<file path="src/rtl/caeco_stream_feeder_pkg.sv">
// Shared constants for the caeco stream feeder: register map, CMD/STATUS bit positions,
// the PACK half-word width and the saturating level helper.
package caeco_stream_feeder_pkg;

   localparam logic [3:0] ADDR_CMD    = 4'd0;
   localparam logic [3:0] ADDR_STATUS = 4'd1;
   localparam logic [3:0] ADDR_RESULT = 4'd2;
   localparam logic [3:0] ADDR_THRESH = 4'd3;
   localparam logic [3:0] ADDR_DATA0  = 4'd4;

   localparam int CMD_RUN  = 0;
   localparam int CMD_PACK = 1;
   localparam int CMD_EOR  = 3;
   localparam int CMD_ARM  = 4;

   localparam int ST_RES_VALID = 0;
   localparam int ST_OVERFLOW  = 1;
   localparam int ST_DONE      = 2;
   localparam int ST_ALL_EMPTY = 3;
   localparam int ST_ANY_FULL  = 4;

   localparam int PACK_HALF_W = 16;

   // STATUS reports the total level in 8 bits, clipped rather than wrapped.
   function automatic logic [7:0] sat_level(input logic [31:0] lvl);
      return (lvl > 32'd255) ? 8'hFF : lvl[7:0];
   endfunction

endpackage

</file>
<file path="src/rtl/caeco_chan_fifo.sv">
// Per-channel sample FIFO: push of one or two entries per cycle, single pop,
// synchronous flush, level/full/empty status.
module caeco_chan_fifo #(
   parameter  int SAMPLE_W = 32,
   parameter  int DEPTH    = 16,
   localparam int AW       = $clog2(DEPTH),
   localparam int LVL_W    = AW + 1
) (
   input  logic                clk,
   input  logic                reset,
   input  logic                i_flush,
   input  logic                i_push,
   input  logic                i_push2,
   input  logic [SAMPLE_W-1:0] i_wdata0,
   input  logic [SAMPLE_W-1:0] i_wdata1,
   input  logic                i_pop,
   output logic [SAMPLE_W-1:0] o_rdata,
   output logic [LVL_W-1:0]    o_level,
   output logic                o_full,
   output logic                o_empty
);

   logic [SAMPLE_W-1:0] r_mem [DEPTH];
   logic [AW-1:0]       r_wr_ptr;
   logic [AW-1:0]       r_rd_ptr;
   logic [LVL_W-1:0]    r_level;
   logic [AW-1:0]       w_wr_ptr_nxt;
   logic [LVL_W-1:0]    w_push_n;

   assign w_wr_ptr_nxt = r_wr_ptr + AW'(1);
   assign w_push_n     = i_push ? (i_push2 ? LVL_W'(2) : LVL_W'(1)) : '0;

   // NOTE: storage has no reset; pointers and level alone define which entries are valid.
   always_ff @(posedge clk) begin
      if (i_push && !i_flush) begin
         r_mem[r_wr_ptr] <= i_wdata0;
         if (i_push2) r_mem[w_wr_ptr_nxt] <= i_wdata1;
      end
   end

   // NOTE: state registers use non-blocking assignments so every flop samples pre-edge values.
   always_ff @(posedge clk or posedge reset) begin
      if (reset) begin
         r_wr_ptr <= '0;
         r_rd_ptr <= '0;
         r_level  <= '0;
      end else if (i_flush) begin
         r_wr_ptr <= '0;
         r_rd_ptr <= '0;
         r_level  <= '0;
      end else begin
         if (i_push) r_wr_ptr <= r_wr_ptr + (i_push2 ? AW'(2) : AW'(1));
         if (i_pop)  r_rd_ptr <= r_rd_ptr + AW'(1);
         r_level <= r_level + w_push_n - LVL_W'(i_pop);
      end
   end

   assign o_rdata = r_mem[r_rd_ptr];
   assign o_level = r_level;
   assign o_full  = (r_level == LVL_W'(DEPTH));
   assign o_empty = (r_level == '0);

endmodule

</file>
<file path="src/rtl/caeco_stream_feeder.sv">
// Memory-mapped ECG sample ingest: register file, per-channel FIFOs, round-robin
// output slot towards caeco, EOR/DONE tracking and result capture with irq.
module caeco_stream_feeder
   import caeco_stream_feeder_pkg::*;
#(
   parameter  int NUM_CH   = 2,
   parameter  int SAMPLE_W = 32,
   parameter  int DEPTH    = 16,
   localparam int CH_W     = (NUM_CH > 1) ? $clog2(NUM_CH) : 1,
   localparam int LVL_W    = $clog2(DEPTH) + 1
) (
   input  logic                clk,
   input  logic                reset,
   input  logic [3:0]          reg_addr,
   input  logic                reg_we,
   input  logic                reg_re,
   input  logic [31:0]         reg_wdata,
   output logic [31:0]         reg_rdata,
   output logic                smp_valid,
   input  logic                smp_ready,
   output logic [SAMPLE_W-1:0] smp_data,
   output logic [CH_W-1:0]     smp_ch,
   output logic                smp_last,
   input  logic                res_valid,
   input  logic [31:0]         res_data,
   output logic                irq
);

   localparam bit PACK_OK = (SAMPLE_W <= PACK_HALF_W);

   logic [31:0]         r_cmd, r_thresh, r_result, r_rdata;
   logic                r_res_valid, r_overflow, r_done;
   logic                r_slot_valid, r_slot_last;
   logic [SAMPLE_W-1:0] r_slot_data;
   logic [CH_W-1:0]     r_slot_ch, r_last_grant;

   logic [NUM_CH-1:0]   w_push, w_push2, w_pop, w_empty, w_full;
   logic [LVL_W-1:0]    w_level [NUM_CH];
   logic [SAMPLE_W-1:0] w_head  [NUM_CH];
   logic [SAMPLE_W-1:0] w_wd0, w_wd1;
   logic [3:0]          w_data_idx;
   logic                w_wr_cmd, w_wr_status, w_wr_thresh, w_rd_result, w_data_ok;
   logic                w_pack_mode, w_arm_edge, w_drop, w_any_push, w_all_empty, w_any_full;
   logic [31:0]         w_total_level, w_status;
   logic                w_pick_valid, w_load, w_accept, w_load_last, w_eor_idle, w_done_set;
   logic [CH_W-1:0]     w_pick_ch;

   assign w_wr_cmd    = reg_we && (reg_addr == ADDR_CMD);
   assign w_wr_status = reg_we && (reg_addr == ADDR_STATUS);
   assign w_wr_thresh = reg_we && (reg_addr == ADDR_THRESH);
   assign w_rd_result = reg_re && (reg_addr == ADDR_RESULT);
   assign w_data_idx  = reg_addr - ADDR_DATA0;
   assign w_data_ok   = reg_we && (reg_addr >= ADDR_DATA0) && (int'(w_data_idx) < NUM_CH);
   assign w_pack_mode = PACK_OK && r_cmd[CMD_PACK];
   assign w_arm_edge  = w_wr_cmd && reg_wdata[CMD_ARM] && !r_cmd[CMD_ARM];

   // In PACK mode the upper half-word is the older sample and goes in first.
   assign w_wd0 = w_pack_mode ? SAMPLE_W'(reg_wdata[31:16]) : reg_wdata[SAMPLE_W-1:0];
   assign w_wd1 = SAMPLE_W'(reg_wdata[15:0]);

   // NOTE: every always_comb output gets a default first so no path can infer a latch.
   always_comb begin
      w_push  = '0;
      w_push2 = '0;
      w_drop  = 1'b0;
      for (int c = 0; c < NUM_CH; c++) begin
         if (w_data_ok && (int'(w_data_idx) == c)) begin
            if (w_pack_mode) begin
               if (int'(w_level[c]) <= DEPTH - 2) begin
                  w_push[c]  = 1'b1;
                  w_push2[c] = 1'b1;
               end else begin
                  w_drop = 1'b1;
               end
            end else if (!w_full[c]) begin
               w_push[c] = 1'b1;
            end else begin
               w_drop = 1'b1;
            end
         end
      end
   end

   assign w_any_push  = |w_push;
   assign w_all_empty = &w_empty;
   assign w_any_full  = |w_full;

   always_comb begin
      w_total_level = '0;
      for (int c = 0; c < NUM_CH; c++) w_total_level = w_total_level + 32'(w_level[c]);
   end

   // Round-robin search begins at the channel after the most recent grant.
   always_comb begin
      w_pick_valid = 1'b0;
      w_pick_ch    = '0;
      for (int k = 1; k <= NUM_CH; k++) begin
         if (!w_pick_valid && !w_empty[(int'(r_last_grant) + k) % NUM_CH]) begin
            w_pick_valid = 1'b1;
            w_pick_ch    = CH_W'((int'(r_last_grant) + k) % NUM_CH);
         end
      end
   end

   assign w_accept    = r_slot_valid && smp_ready;
   assign w_load      = r_cmd[CMD_RUN] && (!r_slot_valid || smp_ready) && w_pick_valid;
   assign w_load_last = r_cmd[CMD_EOR] && (w_total_level == 32'd1) && !w_any_push;
   assign w_eor_idle  = r_cmd[CMD_EOR] && w_all_empty && !r_slot_valid;
   assign w_done_set  = (w_accept && r_slot_last) || w_eor_idle;

   always_comb begin
      w_pop = '0;
      if (w_load) w_pop[w_pick_ch] = 1'b1;
   end

   for (genvar g = 0; g < NUM_CH; g++) begin : g_chan
      caeco_chan_fifo #(
         .SAMPLE_W (SAMPLE_W),
         .DEPTH    (DEPTH)
      ) u_fifo (
         .clk      (clk),
         .reset    (reset),
         .i_flush  (w_arm_edge),
         .i_push   (w_push[g]),
         .i_push2  (w_push2[g]),
         .i_wdata0 (w_wd0),
         .i_wdata1 (w_wd1),
         .i_pop    (w_pop[g]),
         .o_rdata  (w_head[g]),
         .o_level  (w_level[g]),
         .o_full   (w_full[g]),
         .o_empty  (w_empty[g])
      );
   end

   always_ff @(posedge clk or posedge reset) begin
      if (reset) begin
         r_slot_valid <= 1'b0;
         r_slot_last  <= 1'b0;
         r_slot_data  <= '0;
         r_slot_ch    <= '0;
         r_last_grant <= '0;
      end else if (w_load) begin
         r_slot_valid <= 1'b1;
         r_slot_last  <= w_load_last;
         r_slot_data  <= w_head[w_pick_ch];
         r_slot_ch    <= w_pick_ch;
         r_last_grant <= w_pick_ch;
      end else if (w_accept) begin
         r_slot_valid <= 1'b0;
         r_slot_last  <= 1'b0;
      end
   end

   always_comb begin
      w_status = '0;
      w_status[ST_RES_VALID] = r_res_valid;
      w_status[ST_OVERFLOW]  = r_overflow;
      w_status[ST_DONE]      = r_done;
      w_status[ST_ALL_EMPTY] = w_all_empty;
      w_status[ST_ANY_FULL]  = w_any_full;
      w_status[15:8]         = sat_level(w_total_level);
   end

   always_ff @(posedge clk or posedge reset) begin
      if (reset) begin
         r_cmd       <= '0;
         r_thresh    <= '0;
         r_result    <= '0;
         r_rdata     <= '0;
         r_res_valid <= 1'b0;
         r_overflow  <= 1'b0;
         r_done      <= 1'b0;
      end else begin
         if (w_wr_cmd)         r_cmd          <= reg_wdata;
         else if (w_done_set)  r_cmd[CMD_EOR] <= 1'b0;

         if (w_wr_thresh) r_thresh <= reg_wdata;
         if (res_valid)   r_result <= res_data;

         // A capture in the same cycle as the RESULT read keeps the flag raised.
         if (res_valid)                       r_res_valid <= 1'b1;
         else if (w_arm_edge || w_rd_result)  r_res_valid <= 1'b0;

         if (w_arm_edge)                              r_overflow <= 1'b0;
         else if (w_drop)                             r_overflow <= 1'b1;
         else if (w_wr_status && reg_wdata[ST_OVERFLOW]) r_overflow <= 1'b0;

         if (w_arm_edge)                          r_done <= 1'b0;
         else if (w_done_set)                     r_done <= 1'b1;
         else if (w_wr_status && reg_wdata[ST_DONE]) r_done <= 1'b0;

         if (reg_re) begin
            case (reg_addr)
               ADDR_CMD:    r_rdata <= r_cmd;
               ADDR_STATUS: r_rdata <= w_status;
               ADDR_RESULT: r_rdata <= r_result;
               ADDR_THRESH: r_rdata <= r_thresh;
               default:     r_rdata <= '0;
            endcase
         end
      end
   end

   assign reg_rdata = r_rdata;
   assign smp_valid = r_slot_valid;
   assign smp_data  = r_slot_data;
   assign smp_ch    = r_slot_ch;
   assign smp_last  = r_slot_last;
   assign irq       = r_res_valid ||
                      (r_cmd[CMD_RUN] && !r_cmd[CMD_EOR] && (w_total_level < r_thresh));

endmodule

</file>
<file path="config.mk">
export PLATFORM = sky130hd
export DESIGN_NAME = caeco_stream_feeder
export DESIGN_NICKNAME = d
export VERILOG_FILES = /design/src/rtl/caeco_stream_feeder_pkg.sv /design/src/rtl/caeco_chan_fifo.sv /design/src/rtl/caeco_stream_feeder.sv
export SDC_FILE = /design/constraint.sdc
export NUM_CORES = 2
export LEC_CHECK = 0
export CORE_MARGIN = 5
export CORE_UTILIZATION = 61
export DETAILED_ROUTE_END_ITERATION = 8
export PLACE_DENSITY = 0.76
export SYNTH_ARGS = -nofsm -noshare
export SYNTH_HDL_FRONTEND = slang
export SYNTH_SLANG_ARGS = --single-unit
</file>
<file path="constraint.sdc">
create_clock -name clk -period 7.3 [get_ports clk]
set_clock_uncertainty 0.15 [all_clocks]
set_input_delay 1.46 -clock clk [delete_from_list [all_inputs] [get_ports clk]]
set_output_delay 1.46 -clock clk [all_outputs]
set_load 0.05 [all_outputs]
</file>
==> metrics.txt <==
CP Launch Point=g_chan[0].u_fifo.o_level[0]$_DFF_PP0_; Post-CTS Repair Setup Buffers=0; post-cts hold buffer count=0; worst reg2reg endpoint=g_chan[1].u_fifo.o_level[4]$_DFF_PP0_; Leakage Power=0.0183 µW; synth warn=0; Clock transition at path regs=0.07 ns; I/O pins=142; clock root buffer master=clkbuf_16; drc violations=0; CTS tree=done; top cells by area, synth=edfxtp_1 (64%), mux4_2 (12%), dfrtp_1 (10%); Nets=2654; Max FO, Critical Path=5; global placement routability congestion=0.853; share of post-route cells with drive strength above 1=26.0%; min cycle time layout=5.79 ns; most frequent cells in the layout=edfxtp_1 (1024), mux4_2 (256), dfrtp_1 (185); peak supply drop=0.206 mV; dpl hpwl=63900 µm; Num CTS Buffers=115; worst r2r path cells=15; filler cell count=4632; GRT Util Overall=27.5%; netlist area before placement=47700 µm²; vias in the first global route=25400; vias=24400; highest metal used=met5; initial core utilization=61.6%; GR Overflow Total=0; startpoint types=flip-flop; vias per cell=6.60; crit share post-route=79.3%; count of different cell masters after synthesis=58; met2 wire length=56200 µm; Routed met3 length=9690 µm; Register Area=35600 µm²; pwr/cell area=356 nW/µm²; Max clock buf depth=3; Pins Over Slew Limit=0; worst skew pair latency=0.67 ns; die width=290 µm; Area Overhead vs Synth=14.0%; first-pass GRT wire length=168000 µm; CP Class=reg2out; post-CTS resize count=0; Post-Syn Instances=2362; Seq cells post-synth=1216; Core ar.=77500 µm²; Routed Antenna Nets=0; CP arrival=4.18 ns; Syn Nets=2471; Die Y=290 µm; commonest non-fill, non-tap cell in the layout=edfxtp_1; RSZ-0062 raised after global routing=false; Syn Area/Cell=20.2 µm²; number of I/O port buffers=141; status=complete, no violations; die area=83900 µm²; area leader, netlist=edfxtp_1; Rel. slew slack=17.0%; Seq/Total Area, Yosys=74.5%; Hold Startpoint=r_cmd[9]$_DFFE_PP0P_; Sink Count=1216; WL final=113000 µm; initial antenna violation count=7; largest net degree at the start of global routing=114; routed length on met1=43200 µm; worst hold path class=reg2reg; multi-input logic area=11400 µm²; htree depth=3; Slew @ Worst Pin=1.25 ns; main flop type after synthesis=edfxtp_1; crit end category=output port; flop2flop setup slack=3.03 ns; Reg2Reg Launch Point=g_chan[1].u_fifo.o_level[3]$_DFF_PP0_; WP data required=5.69 ns; Fin. Hold Viols=0; Post-synth ARST share=15.8%; First-pass DRT Iterations=8; max-cap violations=0; EDFF count, synth=1024; First DRT Iteration DRCs=3281; std cell rows=102; post-layout util=70.2%; routed len/inst=30.7 µm; final setup fails=0; fmax=173 MHz; post-synth top area share=64.4%; setup TNS=0 ns; CP Capture Point=irq
sequential cells by signal, summed over array words and instances, names as in the netlist:
name                    flops
g_chan.u_fifo.r_mem      1024
g_chan.u_fifo.o_level      10
smp_valid                   1
r_done                      1
smp_data                   32
smp_last                    1
g_chan.u_fifo.r_wr_ptr      8
r_overflow                  1
reg_rdata                  32
g_chan.u_fifo.r_rd_ptr      8
r_res_valid                 1
r_last_grant                1
r_result                   32
r_thresh                   32
r_cmd                      32
metrics by stage:
stage	setup slack [ns]	hold slack, ns	cells	total power, µW	area (µm²)
6_report	1.51	0.355	3688	19400	54400
3_5_place_dp	2.30	0.345	3468	13300	50400
3_3_place_gp	2.27	0.338	3468	13200	50400
4_1_cts	1.54	0.359	3686	19500	54400
2_1_floorplan	0.463	0.330	2362	11800	47700
5_1_grt	1.35	0.363	3686	20100	54400
cells by family (layout without fill, tap and decap cells):
kind of cell    count (synthesis)  after routing  share of synthesized area, %
xor+xnor                       17             17                         0.312
compound gates                213            213                          3.25
other cells                     0              2                             0
fa+ha+maj                      35             35                         0.965
mux                           467            467                          16.9
simple gates                  216            216                          2.36
flops                        1216           1216                          74.5
buf+inv                       198            482                          1.75
routing by layer:
layer | vias up | track usage, %
li1 | 10000 | -
met2 | 1283 | 44.5
met4 | 2 | 9.20
met5 | - | 0
met1 | 12800 | 39.3
met3 | 223 | 4.43
synthesized netlist by cell type (all sizes together), types with 2 or more instances:
library cell     n
edfxtp        1024
mux4           256
dfrtp          192
mux2           133
clkbuf          78
mux2i           78
nor2            73
inv             65
buf             53
and2            41
a21oi           36
o22ai           33
ha              32
o21ai           32
a211oi          26
a222oi          26
nand2           26
a221oi          25
nor3            23
a2111o          14
nand3           14
nor4            11
xor2            11
a22o             6
xnor2            6
a21o             5
and3             4
or3              4
a21boi           3
fa               3
nand2b           3
nand4            3
nor4b            3
clkinv           2
nand4bb          2
nor2b            2
nor3b            2
o31ai            2
worst max-delay path, stage by stage (launching register included):
cell and delay (ns):
dfrtp_1 0.43, ha_1 0.25, fa_1 0.40, a21o_1 0.19
a21oi_1 0.18, xnor2_1 0.20, ha_1 0.30, and2_1 0.16
o21ai_0 0.13, o21ai_0 0.11, o21ai_0 0.26, clkdlybuf4s50_1 0.88
worst min-delay path by stage:
stage | cells after the start | endpoint | slack (ns)
2_1_floorplan | 1 | r_cmd[29]$_DFFE_PP0P_ | 0.33
3_3_place_gp | 1 | r_cmd[19]$_DFFE_PP0P_ | 0.34
3_5_place_dp | 1 | r_cmd[9]$_DFFE_PP0P_ | 0.34
4_1_cts | 1 | r_cmd[9]$_DFFE_PP0P_ | 0.36
5_1_grt | 1 | r_result[19]$_DFFE_PP0P_ | 0.36
6_report | 1 | r_cmd[9]$_DFFE_PP0P_ | 0.35
cell type report:
| type | instances | area share (%) |
|---|---|---|
| sequential | 1216 | 65.4 |
| multi-input combinational | 948 | 21.0 |
| clock buffer | 163 | 6.26 |
| timing repair buffer | 197 | 3.36 |
| tap | 1040 | 2.39 |
| clock inverter | 55 | 1.08 |
| inverter | 67 | 0.478 |
| antenna | 2 | 0.00920 |
power by group:
group          total [µW]  switching [µW]  internal (µW)
Sequential           8440             609           7830
Clock                6210            2520           3690
Combinational        4740            2490           2250
Total               19400            5610          13800
No activity file was read; power rests on OpenSTA's default activity.
